### config.mk
export PLATFORM = sky130hd
export DESIGN_NAME = core_sequencer_flat
export DESIGN_NICKNAME = d
export VERILOG_FILES = /design/src/rtl/riscv_pkg.sv /design/src/rtl/core_sequencer_if.sv /design/src/rtl/ack_timer.sv /design/src/rtl/core_sequencer.sv /design/src/flat_wrapper.sv
export SDC_FILE = /design/constraint.sdc
export NUM_CORES = 1
export LEC_CHECK = 0
export CORE_UTILIZATION = 50
export DETAILED_ROUTE_END_ITERATION = 8
export PLACE_DENSITY_LB_ADDON = 0.15
export RECOVER_POWER = 25
export SLEW_MARGIN = 20
export SYNTH_ARGS = -nofsm -noshare
export SYNTH_HDL_FRONTEND = slang
export SYNTH_HIERARCHICAL = 1
export SYNTH_SLANG_ARGS = --single-unit
### constraint.sdc
create_clock -name clk -period 2.3 [get_ports clk]
set_input_delay 0.46 -clock clk [delete_from_list [all_inputs] [get_ports clk]]
set_output_delay 0.46 -clock clk [all_outputs]
set_load 0.05 [all_outputs]
### src/rtl/riscv_pkg.sv
// rtl/riscv_pkg.sv - shared opcodes, FSM states and output encodings for core_sequencer
package riscv_pkg;

  localparam logic [6:0] OP_R      = 7'b0110011;
  localparam logic [6:0] OP_IALU   = 7'b0010011;
  localparam logic [6:0] OP_LOAD   = 7'b0000011;
  localparam logic [6:0] OP_STORE  = 7'b0100011;
  localparam logic [6:0] OP_BRANCH = 7'b1100011;
  localparam logic [6:0] OP_JAL    = 7'b1101111;
  localparam logic [6:0] OP_JALR   = 7'b1100111;
  localparam logic [6:0] OP_LUI    = 7'b0110111;
  localparam logic [6:0] OP_AUIPC  = 7'b0010111;
  localparam logic [6:0] OP_SYSTEM = 7'b1110011;

  typedef enum logic [2:0] {
    S_IDLE   = 3'd0,
    S_FETCH  = 3'd1,
    S_DECODE = 3'd2,
    S_EXEC   = 3'd3,
    S_MEM    = 3'd4,
    S_WB     = 3'd5,
    S_TRAP   = 3'd6
  } state_t;

  localparam logic [1:0] PC_SEL_SEQ    = 2'd0;  // PC + 4
  localparam logic [1:0] PC_SEL_BRANCH = 2'd1;  // PC + imm (branch / JAL)
  localparam logic [1:0] PC_SEL_JALR   = 2'd2;  // (rs1 + imm) & ~1

  localparam logic [1:0] TRAP_NONE    = 2'd0;
  localparam logic [1:0] TRAP_ILLEGAL = 2'd1;
  localparam logic [1:0] TRAP_TIMEOUT = 2'd2;
  localparam logic [1:0] TRAP_SYSTEM  = 2'd3;

  function automatic logic is_legal_opcode(input logic [6:0] op);
    case (op)
      OP_R, OP_IALU, OP_LOAD, OP_STORE, OP_BRANCH,
      OP_JAL, OP_JALR, OP_LUI, OP_AUIPC, OP_SYSTEM: return 1'b1;
      default:                                      return 1'b0;
    endcase
  endfunction

endpackage

### src/rtl/core_sequencer_if.sv
// rtl/core_sequencer_if.sv - fetch and data-memory request/ack handshake bundle
// master: sequencer side (drives requests, receives acks)
// slave : memory side (receives requests, drives acks)
interface core_sequencer_if;

  logic imem_req;  // instruction fetch request
  logic imem_ack;  // fetch data valid this cycle
  logic dmem_req;  // data memory request
  logic dmem_we;   // data request is a store
  logic dmem_ack;  // data access complete this cycle

  modport master (
    output imem_req, dmem_req, dmem_we,
    input  imem_ack, dmem_ack
  );

  modport slave (
    input  imem_req, dmem_req, dmem_we,
    output imem_ack, dmem_ack
  );

endinterface

### src/rtl/ack_timer.sv
// rtl/ack_timer.sv - reloadable down-counter bounding a memory request's wait for ack
// clk     : clock
// clear   : synchronous clear to zero
// load    : reload to ACK_TIMEOUT-1 (held while not waiting, pulsed on ack)
// expired : counter has reached zero
module ack_timer #(
  parameter int ACK_TIMEOUT = 16
) (
  input  logic clk,
  input  logic clear,
  input  logic load,
  output logic expired
);

  localparam int W = $clog2(ACK_TIMEOUT);
  localparam logic [W-1:0] RELOAD = W'(ACK_TIMEOUT - 1);

  logic [W-1:0] count;

  // Loaded with ACK_TIMEOUT-1 on the first waiting cycle, so it reaches
  // zero on the ACK_TIMEOUT-th consecutive cycle without an ack.
  always_ff @(posedge clk) begin
    if (clear) begin
      count <= '0;
    end else if (load) begin
      count <= RELOAD;
    end else if (count != '0) begin
      count <= count - W'(1);
    end
  end

  assign expired = (count == '0);

endmodule

### src/rtl/core_sequencer.sv
// rtl/core_sequencer.sv - multi-cycle RV32I control sequencer (fetch/decode/exec/mem/wb)
// clk, reset   : clock, synchronous active-high reset
// run          : level enable, sampled in IDLE and at instruction boundaries
// opcode       : IR[6:0], valid DECODE..WB
// branch_taken : branch comparison result, valid in EXEC
// mem          : imem/dmem request/ack handshakes (master side)
// ir_en, pc_en, pc_sel, reg_write : datapath strobes
// busy, halted, trap_cause, retired : status
module core_sequencer
  import riscv_pkg::*;
#(
  parameter int ACK_TIMEOUT = 16,
  parameter int CNT_W       = 32
) (
  input  logic                 clk,
  input  logic                 reset,
  input  logic                 run,
  input  logic [6:0]           opcode,
  input  logic                 branch_taken,
  core_sequencer_if.master     mem,
  output logic                 ir_en,
  output logic                 pc_en,
  output logic [1:0]           pc_sel,
  output logic                 reg_write,
  output logic                 busy,
  output logic                 halted,
  output logic [1:0]           trap_cause,
  output logic [CNT_W-1:0]     retired
);

  state_t     state;
  state_t     state_d;
  logic [1:0] cause_d;
  logic       pc_en_q;      // PC update in EXEC of a branch or in WB
  logic       branch_exec;  // EXEC of a branch: pc_sel follows branch_taken live
  logic [1:0] pc_sel_q;
  logic       waiting;
  logic       ack_now;
  logic       timer_load;
  logic       timer_expired;
  logic       store_done;

  assign waiting = (state == S_FETCH) || (state == S_MEM);
  assign ack_now = ((state == S_FETCH) && mem.imem_ack) ||
                   ((state == S_MEM) && mem.dmem_ack);

  // Reloading continuously outside the wait states means every entry into
  // FETCH or MEM starts a fresh wait window.
  assign timer_load = !waiting || ack_now;

  ack_timer #(
    .ACK_TIMEOUT(ACK_TIMEOUT)
  ) u_timer (
    .clk     (clk),
    .clear   (reset),
    .load    (timer_load),
    .expired (timer_expired)
  );

  always_comb begin
    state_d = state;
    cause_d = trap_cause;
    case (state)
      S_IDLE: begin
        if (run) state_d = S_FETCH;
      end
      S_FETCH: begin
        // An ack in the expiry cycle takes priority over the timeout.
        if (mem.imem_ack) begin
          state_d = S_DECODE;
        end else if (timer_expired) begin
          state_d = S_TRAP;
          cause_d = TRAP_TIMEOUT;
        end
      end
      S_DECODE: begin
        if (!is_legal_opcode(opcode)) begin
          state_d = S_TRAP;
          cause_d = TRAP_ILLEGAL;
        end else if (opcode == OP_SYSTEM) begin
          state_d = S_TRAP;
          cause_d = TRAP_SYSTEM;
        end else begin
          state_d = S_EXEC;
        end
      end
      S_EXEC: begin
        if ((opcode == OP_LOAD) || (opcode == OP_STORE)) begin
          state_d = S_MEM;
        end else if (opcode == OP_BRANCH) begin
          state_d = run ? S_FETCH : S_IDLE;
        end else begin
          state_d = S_WB;
        end
      end
      S_MEM: begin
        if (mem.dmem_ack) begin
          if (opcode == OP_STORE) begin
            state_d = run ? S_FETCH : S_IDLE;
          end else begin
            state_d = S_WB;
          end
        end else if (timer_expired) begin
          state_d = S_TRAP;
          cause_d = TRAP_TIMEOUT;
        end
      end
      S_WB: begin
        state_d = run ? S_FETCH : S_IDLE;
      end
      S_TRAP: begin
        state_d = S_TRAP;
      end
      default: begin
        state_d = S_IDLE;
      end
    endcase
  end

  // Moore outputs are registered from the next state so they are valid
  // for the whole cycle the FSM spends in that state.
  always_ff @(posedge clk) begin
    if (reset) begin
      state        <= S_IDLE;
      mem.imem_req <= 1'b0;
      mem.dmem_req <= 1'b0;
      mem.dmem_we  <= 1'b0;
      reg_write    <= 1'b0;
      pc_en_q      <= 1'b0;
      branch_exec  <= 1'b0;
      pc_sel_q     <= PC_SEL_SEQ;
      busy         <= 1'b0;
      halted       <= 1'b0;
      trap_cause   <= TRAP_NONE;
      retired      <= '0;
    end else begin
      state        <= state_d;
      mem.imem_req <= (state_d == S_FETCH);
      mem.dmem_req <= (state_d == S_MEM);
      mem.dmem_we  <= (state_d == S_MEM) && (opcode == OP_STORE);
      reg_write    <= (state_d == S_WB);
      pc_en_q      <= (state_d == S_WB) ||
                      ((state_d == S_EXEC) && (opcode == OP_BRANCH));
      branch_exec  <= (state_d == S_EXEC) && (opcode == OP_BRANCH);
      pc_sel_q     <= (state_d != S_WB)     ? PC_SEL_SEQ    :
                      (opcode == OP_JAL)    ? PC_SEL_BRANCH :
                      (opcode == OP_JALR)   ? PC_SEL_JALR   : PC_SEL_SEQ;
      busy         <= (state_d != S_IDLE) && (state_d != S_TRAP);
      halted       <= (state_d == S_TRAP);
      trap_cause   <= cause_d;
      if (pc_en) begin
        retired <= retired + CNT_W'(1);
      end
    end
  end

  // A store retires in the MEM cycle its ack arrives.
  assign store_done = mem.dmem_req && mem.dmem_we && mem.dmem_ack;
  assign ir_en      = mem.imem_req && mem.imem_ack;
  assign pc_en      = pc_en_q || store_done;
  assign pc_sel     = branch_exec ? (branch_taken ? PC_SEL_BRANCH : PC_SEL_SEQ)
                                  : pc_sel_q;

endmodule

### src/flat_wrapper.sv
// flat-port wrapper written by rule: the top's interface ports become plain ports
module core_sequencer_flat import riscv_pkg::*;
#(
  parameter int ACK_TIMEOUT = 16,
  parameter int CNT_W       = 32
)
  (clk, reset, run, opcode, branch_taken, ir_en, pc_en, pc_sel, reg_write, busy, halted, trap_cause, retired, mem_imem_req, mem_dmem_req, mem_dmem_we, mem_imem_ack, mem_dmem_ack);
  core_sequencer_if mem_i ();
  input  logic clk;
  input  logic reset;
  input  logic run;
  input  logic [6:0] opcode;
  input  logic branch_taken;
  output logic ir_en;
  output logic pc_en;
  output logic [1:0] pc_sel;
  output logic reg_write;
  output logic busy;
  output logic halted;
  output logic [1:0] trap_cause;
  output logic [CNT_W-1:0] retired;
  output wire logic [$bits(mem_i.imem_req)-1:0] mem_imem_req;
  output wire logic [$bits(mem_i.dmem_req)-1:0] mem_dmem_req;
  output wire logic [$bits(mem_i.dmem_we)-1:0] mem_dmem_we;
  input wire logic [$bits(mem_i.imem_ack)-1:0] mem_imem_ack;
  input wire logic [$bits(mem_i.dmem_ack)-1:0] mem_dmem_ack;
  assign mem_imem_req = mem_i.imem_req;
  assign mem_dmem_req = mem_i.dmem_req;
  assign mem_dmem_we = mem_i.dmem_we;
  assign mem_i.imem_ack = mem_imem_ack;
  assign mem_i.dmem_ack = mem_dmem_ack;
  core_sequencer #(.ACK_TIMEOUT(ACK_TIMEOUT), .CNT_W(CNT_W)) u_core (.clk(clk), .reset(reset), .run(run), .opcode(opcode), .branch_taken(branch_taken), .mem(mem_i), .ir_en(ir_en), .pc_en(pc_en), .pc_sel(pc_sel), .reg_write(reg_write), .busy(busy), .halted(halted), .trap_cause(trap_cause), .retired(retired));
endmodule
==> results of run 1 <==
[layout make-up]
type                       count  area, um^2
multi-input combinational    212        1480
fill                         385        1230
sequential                    51        1020
timing repair buffer          87         816
tap                           67        83.8
clock buffer                   7        76.3
inverter                      11        41.3
clock inverter                 1        5.00
[power by group]
part | internal [uW] | switching, uW | total (uW)
clock network | 214 | 281 | 495
registers | 914 | 32.7 | 947
logic | 190 | 229 | 419
[critical path, cell delays in order]
cell             delay (ps)
clkdlybuf4s50_1         440
buf_4                   160
nor3b_1                 140
a2111oi_2               410
a21oi_1                 190
buf_4                   170
o211a_1                 250
nor4b_2                 160
[cells by family (layout without fill, tap and decap cells)]
kind of cell | count (synthesis) | count (layout)
flops | 51 | 51
fa+ha+maj | 2 | 2
simple gates | 136 | 136
compound gates | 44 | 44
buf+inv | 23 | 106
mux | 5 | 5
xor+xnor | 25 | 25
[stage by stage]
step,util [%],std cells,hold WS (ps)
floorplan,-,286,461
global placement,70.4,427,471
detailed placement,70.4,427,486
CTS,72.4,435,498
global route,74.2,436,543
finish,74.2,436,508
[cells in the mapped netlist (6+ instances only)]
cell      instances  share of area (%)
xor2_1           21                7.4
nand2_1          19                2.9
clkbuf_1          8                1.2
a21oi_1          10                2.0
o21ai_0           6                1.2
nand2b_1          6                1.5
nor2_1           35                5.3
nand4_1           8                2.0
inv_1            11                1.7
nor4_1            6                1.5
nand3_1          18                3.6
dfxtp_1          51                 41
nor3_1            6                1.2
[registers in the layout, summed over array words and instances (netlist names)]
| name | count |
|---|---|
| u_core/busy | 1 |
| u_core/halted | 1 |
| u_core/trap_cause | 2 |
| u_core/mem.dmem_we | 1 |
| u_core/reg_write | 1 |
| u_core/pc_en_q | 1 |
| u_core/retired | 32 |
| u_core/u_timer/count | 4 |
| u_core/branch_exec | 1 |
| u_core/mem.dmem_req | 1 |
| u_core/pc_sel_q | 2 |
| u_core/state | 3 |
| u_core/mem.imem_req | 1 |
[worst paths after layout]
check / startpoint / end / slack, ps / cells past startpoint
max: opcode[2] / u_core/pc_sel_q[0] / 120 / 8
min: u_core/trap_cause[0] / u_core/trap_cause[0] / 510 / 2
max reg2reg: u_core/u_timer/count[1] / u_core/mem.imem_req / 130 / 9
min reg2reg: u_core/trap_cause[0] / u_core/trap_cause[0] / 510 / 2
[metal layers]
metal  track usage (%)  share of wire, %
met5                 0                 0
met4              6.75               1.2
met3              5.11               5.3
met2              39.3                48
met1              31.5                46
[what timing repair did]
item,CTS,global route
resized for setup,3,13
endpoints found under the setup margin,2,9
endpoints found under the hold margin,0,0
buffers inserted,0,1
pin swaps,0,3
==> flow_summary_export.csv, run 1 <==
group,metric,value,unit
clock_tree,hold_buffers,0,
worst_setup_path,cp-start-kind,"input port",
synthesis,synth_top_family_by_area,"simple AND/OR/NAND/NOR gates",
cells_and_area,antenna_cells_inserted,0,
detailed_routing,viasPerCell,5.45,
floorplan,die_area,5290,um^2
grt,grt_pass1_wl,9.86,mm
synthesis,synth_xor_area_share,8.76,%
clock_tree,cts_tree,"done",
cells_and_area,layout-area-overhead-vs-synth,41.1,%
synthesis,syn_area_per_cell,8.74,um^2
floorplan,die_y,72.7,um
grt,antenna_found_initial,0,
detailed_routing,drt_first_pass_iters,4,
synthesis,async_reset_ff_share,0,%
cells_and_area,final_cell_mix,"52 x clkdlybuf4s50_1, 49 x dfxtp_1, 34 x nor2_1, 29 x buf_4, 21 x xor2_1",
sta,slew_headroom,37.2,%
floorplan,core,4750,um^2
hold_path,hp-class,"reg2reg",
grt,grt_pass1_vias,2187,
worst_setup_path,cp.arrival,2380,ps
floorplan,pin_count,57,
synthesis,synth_compound_area_share,13.2,%
sta,fin_crit,2180,ps
clock_tree,insertion_delay,300,ps
clock_tree,cts_sinks,51,
clock_tree,clock_path_buffers,2,
cells_and_area,stdcell_area,3530,um^2
detailed_routing,num_vias,2375,
synthesis,yosys_warnings,6,
sta,finalHoldViolCount,0,
placed_design,portBuffers,56,
synthesis,netlist_area,2500,um^2
placed_design,dp_hpwl,4.30,mm
synthesis,yosysSeqAreaShare,40.8,%
grt,grt_max_degree,22,
worst_setup_path,critPathKind,"in2reg",
floorplan,num_rows,25,
worst_setup_path,required,2500,ps
floorplan,start_util,52.6,%
grt,grt_overflow_total,0,
synthesis,ys_types,58,
grt,grt_use_total,23.8,%
synthesis,synth_enable_flop_cells,0,
detailed_routing,final_antenna_net_count,0,
placed_design,post-place-ws,-161,ps
synthesis,ys_seq_elements,51,
job,max_cap_violations,0,
worst_setup_path,critPathMaxFanout,3,
floorplan,die_w,72.7,um
detailed_routing,wl_per_cell,13.8,um
cells_and_area,final_layout_size_suffix_gt1_share,16.8,%
sta,timing_max_transition_violations_final,0,
clock_tree,clk_pin_slew,90,ps
run_status,status,"finished clean",
cells_and_area,layout.nets,383,
synthesis,synthFlopType,"dfxtp_1",
pwr,power_density,528,nW/um^2
pwr,p_leak,0.00130,uW
worst_setup_path,end_kind,"register",
clock_tree,clock_tree.root_cell,"clkbuf_8",
pwr,vdd_drop_max,0.341,mV
synthesis,synthAdderAreaFrac,1.00,%
sta,worst_pin_slew,942,ps
sta,worst_slack,118,ps
synthesis,syn_nets,301,
detailed_routing,wl,6.02,mm
placed_design,placed_area,3350,um^2
synthesis,synth.mux.area_fraction,2.15,%
synthesis,syn-instance-count,286,
pwr,finalPower,1860,uW
sta,timing.fmax,458,MHz
synthesis,synth_simple_gate_area_share,30.3,%
sta,setup_viol,0,
sta,clock_skew,4.24,ps
placed_design,gp_congestion,0.841,
clock_tree,h-tree-depth,2,
clock_tree,numCtsBuffers,5,
sta,tns,0,ps
detailed_routing,route.detailed.drc,0,
detailed_routing,drt-initial-drc-count,101,
cells_and_area,mostFrequentLayoutCell,"clkdlybuf4s50_1",
sta,period_share,94.9,%
No activity file was read; power rests on OpenSTA's default activity.
==> run 2, diff against run 1 <==
--- a/config.mk
+++ b/config.mk
@@ -5,11 +5,12 @@
 export SDC_FILE = /design/constraint.sdc
 export NUM_CORES = 1
 export LEC_CHECK = 0
+export CORE_ASPECT_RATIO = 1.2
 export CORE_UTILIZATION = 50
 export DETAILED_ROUTE_END_ITERATION = 8
 export PLACE_DENSITY_LB_ADDON = 0.15
 export RECOVER_POWER = 25
-export SLEW_MARGIN = 20
+export SLEW_MARGIN = 25
 export SYNTH_ARGS = -nofsm -noshare
 export SYNTH_HDL_FRONTEND = slang
 export SYNTH_HIERARCHICAL = 1
==> run 2 against run 1 <==
Cell area down 1.4%. Via count down 0.29%. Highest routed layer unchanged. Critical endpoint is now u_core/retired[31]. Maximum frequency down 1.2%. Sequential power about the same. Count of clock-buffer cells in the layout down 1.
==> flow_summary_export.csv, run 2 (synthesis gave the netlist of run 1 again) <==
group,metric,value,unit
floorplan,die_w,66.6,um
clock_tree,cts_tree,"done",
worst_setup_path,critPathMaxFanout,7,
cells_and_area,registers.top_by_ff_count,"u_core/retired",
detailed_routing,wl_per_cell,14.1,um
worst_setup_path,critPathCapture,"u_core/retired[31]",
grt,grt_max_degree,24,
cells_and_area,stdcell_area,3480,um^2
sta,timing.fmax,453,MHz
clock_tree,insertion_delay,310,ps
grt,antenna_found_initial,0,
sta,finalHoldViolCount,0,
detailed_routing,route.detailed.drc,0,
worst_setup_path,worstPathCellList,"dlygate4sd3_1 -> a31o_2 -> and4_1 -> clkbuf_1 -> nand2_1 -> o31a_1 -> o21a_1",
pwr,power_density,566,nW/um^2
clock_tree,clock_path_buffers,2,
worst_setup_path,cp-start-kind,"input port",
placed_design,gp_congestion,0.807,
worst_setup_path,worstSetupPathDepth,7,
clock_tree,cts_sinks,51,
worst_setup_path,required,2510,ps
grt,grt_pass1_wl,9.46,mm
cells_and_area,regArea,1020,um^2
floorplan,num_rows,27,
clock_tree,clock_tree.root_cell,"clkbuf_8",
worst_setup_path,r2r-start,"u_core/u_timer/count[0]",
floorplan,die_area,5290,um^2
sta,rsz0062_at_grt,"no",
clock_tree,clk_pin_slew,90,ps
clock_tree,numCtsBuffers,5,
floorplan,core,4700,um^2
floorplan,die_y,79.5,um
placed_design,dp_hpwl,4.15,mm
detailed_routing,drt_first_pass_iters,4,
job,max_cap_violations,0,
grt,grt_overflow_total,0,
cells_and_area,largest_reg_flops,32,
cells_and_area,final_layout_size_suffix_gt1_share,14.2,%
worst_setup_path,crit_slowest_cell,"dlygate4sd3_1",
clock_tree,hold_buffers,0,
worst_setup_path,cp-startpoint,"mem_dmem_ack",
sta,setup_viol,0,
cells_and_area,utilization,74.0,%
worst_setup_path,cp_num_buf_inv,2,
run_status,status,"finished clean",
pwr,vdd_drop_max,0.534,mV
sta,period_share,96.1,%
worst_setup_path,rr_endpoint,"u_core/pc_sel_q[1]",
worst_setup_path,critPathKind,"in2reg",
grt,grt_use_total,23.1,%
sta,clock_skew,8.79,ps
worst_setup_path,worst_r2r_path_depth,8,
detailed_routing,wl,5.96,mm
sta,fin_crit,2210,ps
cells_and_area,fill_cells,377,
hold_path,hold_path_depth,2,
worst_setup_path,crit_family,"buffers and inverters",
grt,grt_pass1_vias,2152,
detailed_routing,drt-initial-drc-count,136,
detailed_routing,viasPerCell,5.58,
floorplan,pin_count,57,
worst_setup_path,r2r_setup_slack,150,ps
sta,worst_pin_slew,525,ps
worst_setup_path,worst_path_largest_cell_delay,630,ps
worst_setup_path,end_kind,"register",
detailed_routing,final_antenna_net_count,0,
placed_design,placed_area,3320,um^2
cells_and_area,layout.nets,380,
sta,timing_max_transition_violations_final,0,
sta,slew_headroom,64.9,%
detailed_routing,num_vias,2368,
cells_and_area,layout-area-overhead-vs-synth,39.1,%
cells_and_area,multi_input_area,1440,um^2
cells_and_area,reg_top3,"u_core/retired: 32 flops, u_core/u_timer/count: 4 flops, u_core/state: 3 flops",
cells_and_area,final_cell_mix,"52 x clkdlybuf4s50_1, 51 x dfxtp_1, 35 x nor2_1, 23 x buf_4, 21 x xor2_1",
hold_path,hp-class,"reg2reg",
clock_tree,h-tree-depth,2,
pwr,p_leak,0.00128,uW
cells_and_area,finalNonFillerCells,424,
cells_and_area,antenna_cells_inserted,0,
placed_design,portBuffers,56,
placed_design,dp.cells,416,
cells_and_area,mostFrequentLayoutCell,"clkdlybuf4s50_1",
floorplan,start_util,53.2,%
worst_setup_path,cp.arrival,2420,ps
-- run 2: worst reg2reg max path, cell delays in order, from the launching register on --
cell	delay [ps]
dfxtp_1	330
inv_1	60
ha_2	200
nor3b_4	160
or4b_1	510
a31o_2	280
o211ai_4	120
o211a_1	220
nor4b_2	180
-- run 2: what timing repair did --
item                       in CTS  in global routing
buffers inserted                0                  0
resized for setup               0                  8
setup endpoints to repair       0                  4
-- run 2: power by group --
| part | leakage, uW | switching [uW] | internal (uW) |
|---|---|---|---|
| clock network | 0.0000612 | 293 | 352 |
| logic | 0.000804 | 207 | 169 |
| registers | 0.000413 | 33.2 | 914 |
-- run 2: cell type report --
class                           count  share of cell area [%]
Inverter                           11                    1.19
Clock buffer                        6                    2.37
Multi-Input combinational cell    212                    41.4
Tap cell                           58                    2.09
Clock inverter                      2                    1.01
Sequential cell                    51                    29.4
Timing Repair Buffer               84                    22.6
-- run 2: routing by layer --
| layer | track usage [%] | wire (um) | part of all wire, % |
|---|---|---|---|
| met5 | 0 | 0 | 0 |
| met4 | 10.2 | 137 | 2.3 |
| met3 | 4.57 | 294 | 4.9 |
| met2 | 40.3 | 3050 | 51 |
| met1 | 26.6 | 2480 | 42 |
-- run 2: per-stage QoR --
| stage | hold WS (ps) | setup WS, ps | power [uW] | setup TNS [ps] |
|---|---|---|---|---|
| 2_1_floorplan | 461 | 23.8 | 1190 | 0 |
| 3_3_place_gp | 466 | -107 | 1320 | -561 |
| 3_5_place_dp | 471 | -199 | 1330 | -760 |
| 4_1_cts | 484 | 43.2 | 1970 | 0 |
| 5_1_grt | 518 | 28.7 | 2050 | 0 |
| 6_report | 483 | 90.8 | 1970 | 0 |
-- run 2: worst min-delay path by stage --
stage,startpoint,end
2_1_floorplan,u_core/u_timer/count[1],u_core/u_timer/count[1]
3_3_place_gp,u_core/trap_cause[0],u_core/trap_cause[0]
3_5_place_dp,u_core/trap_cause[0],u_core/trap_cause[0]
4_1_cts,u_core/trap_cause[0],u_core/trap_cause[0]
5_1_grt,u_core/trap_cause[0],u_core/trap_cause[0]
6_report,u_core/trap_cause[0],u_core/trap_cause[0]
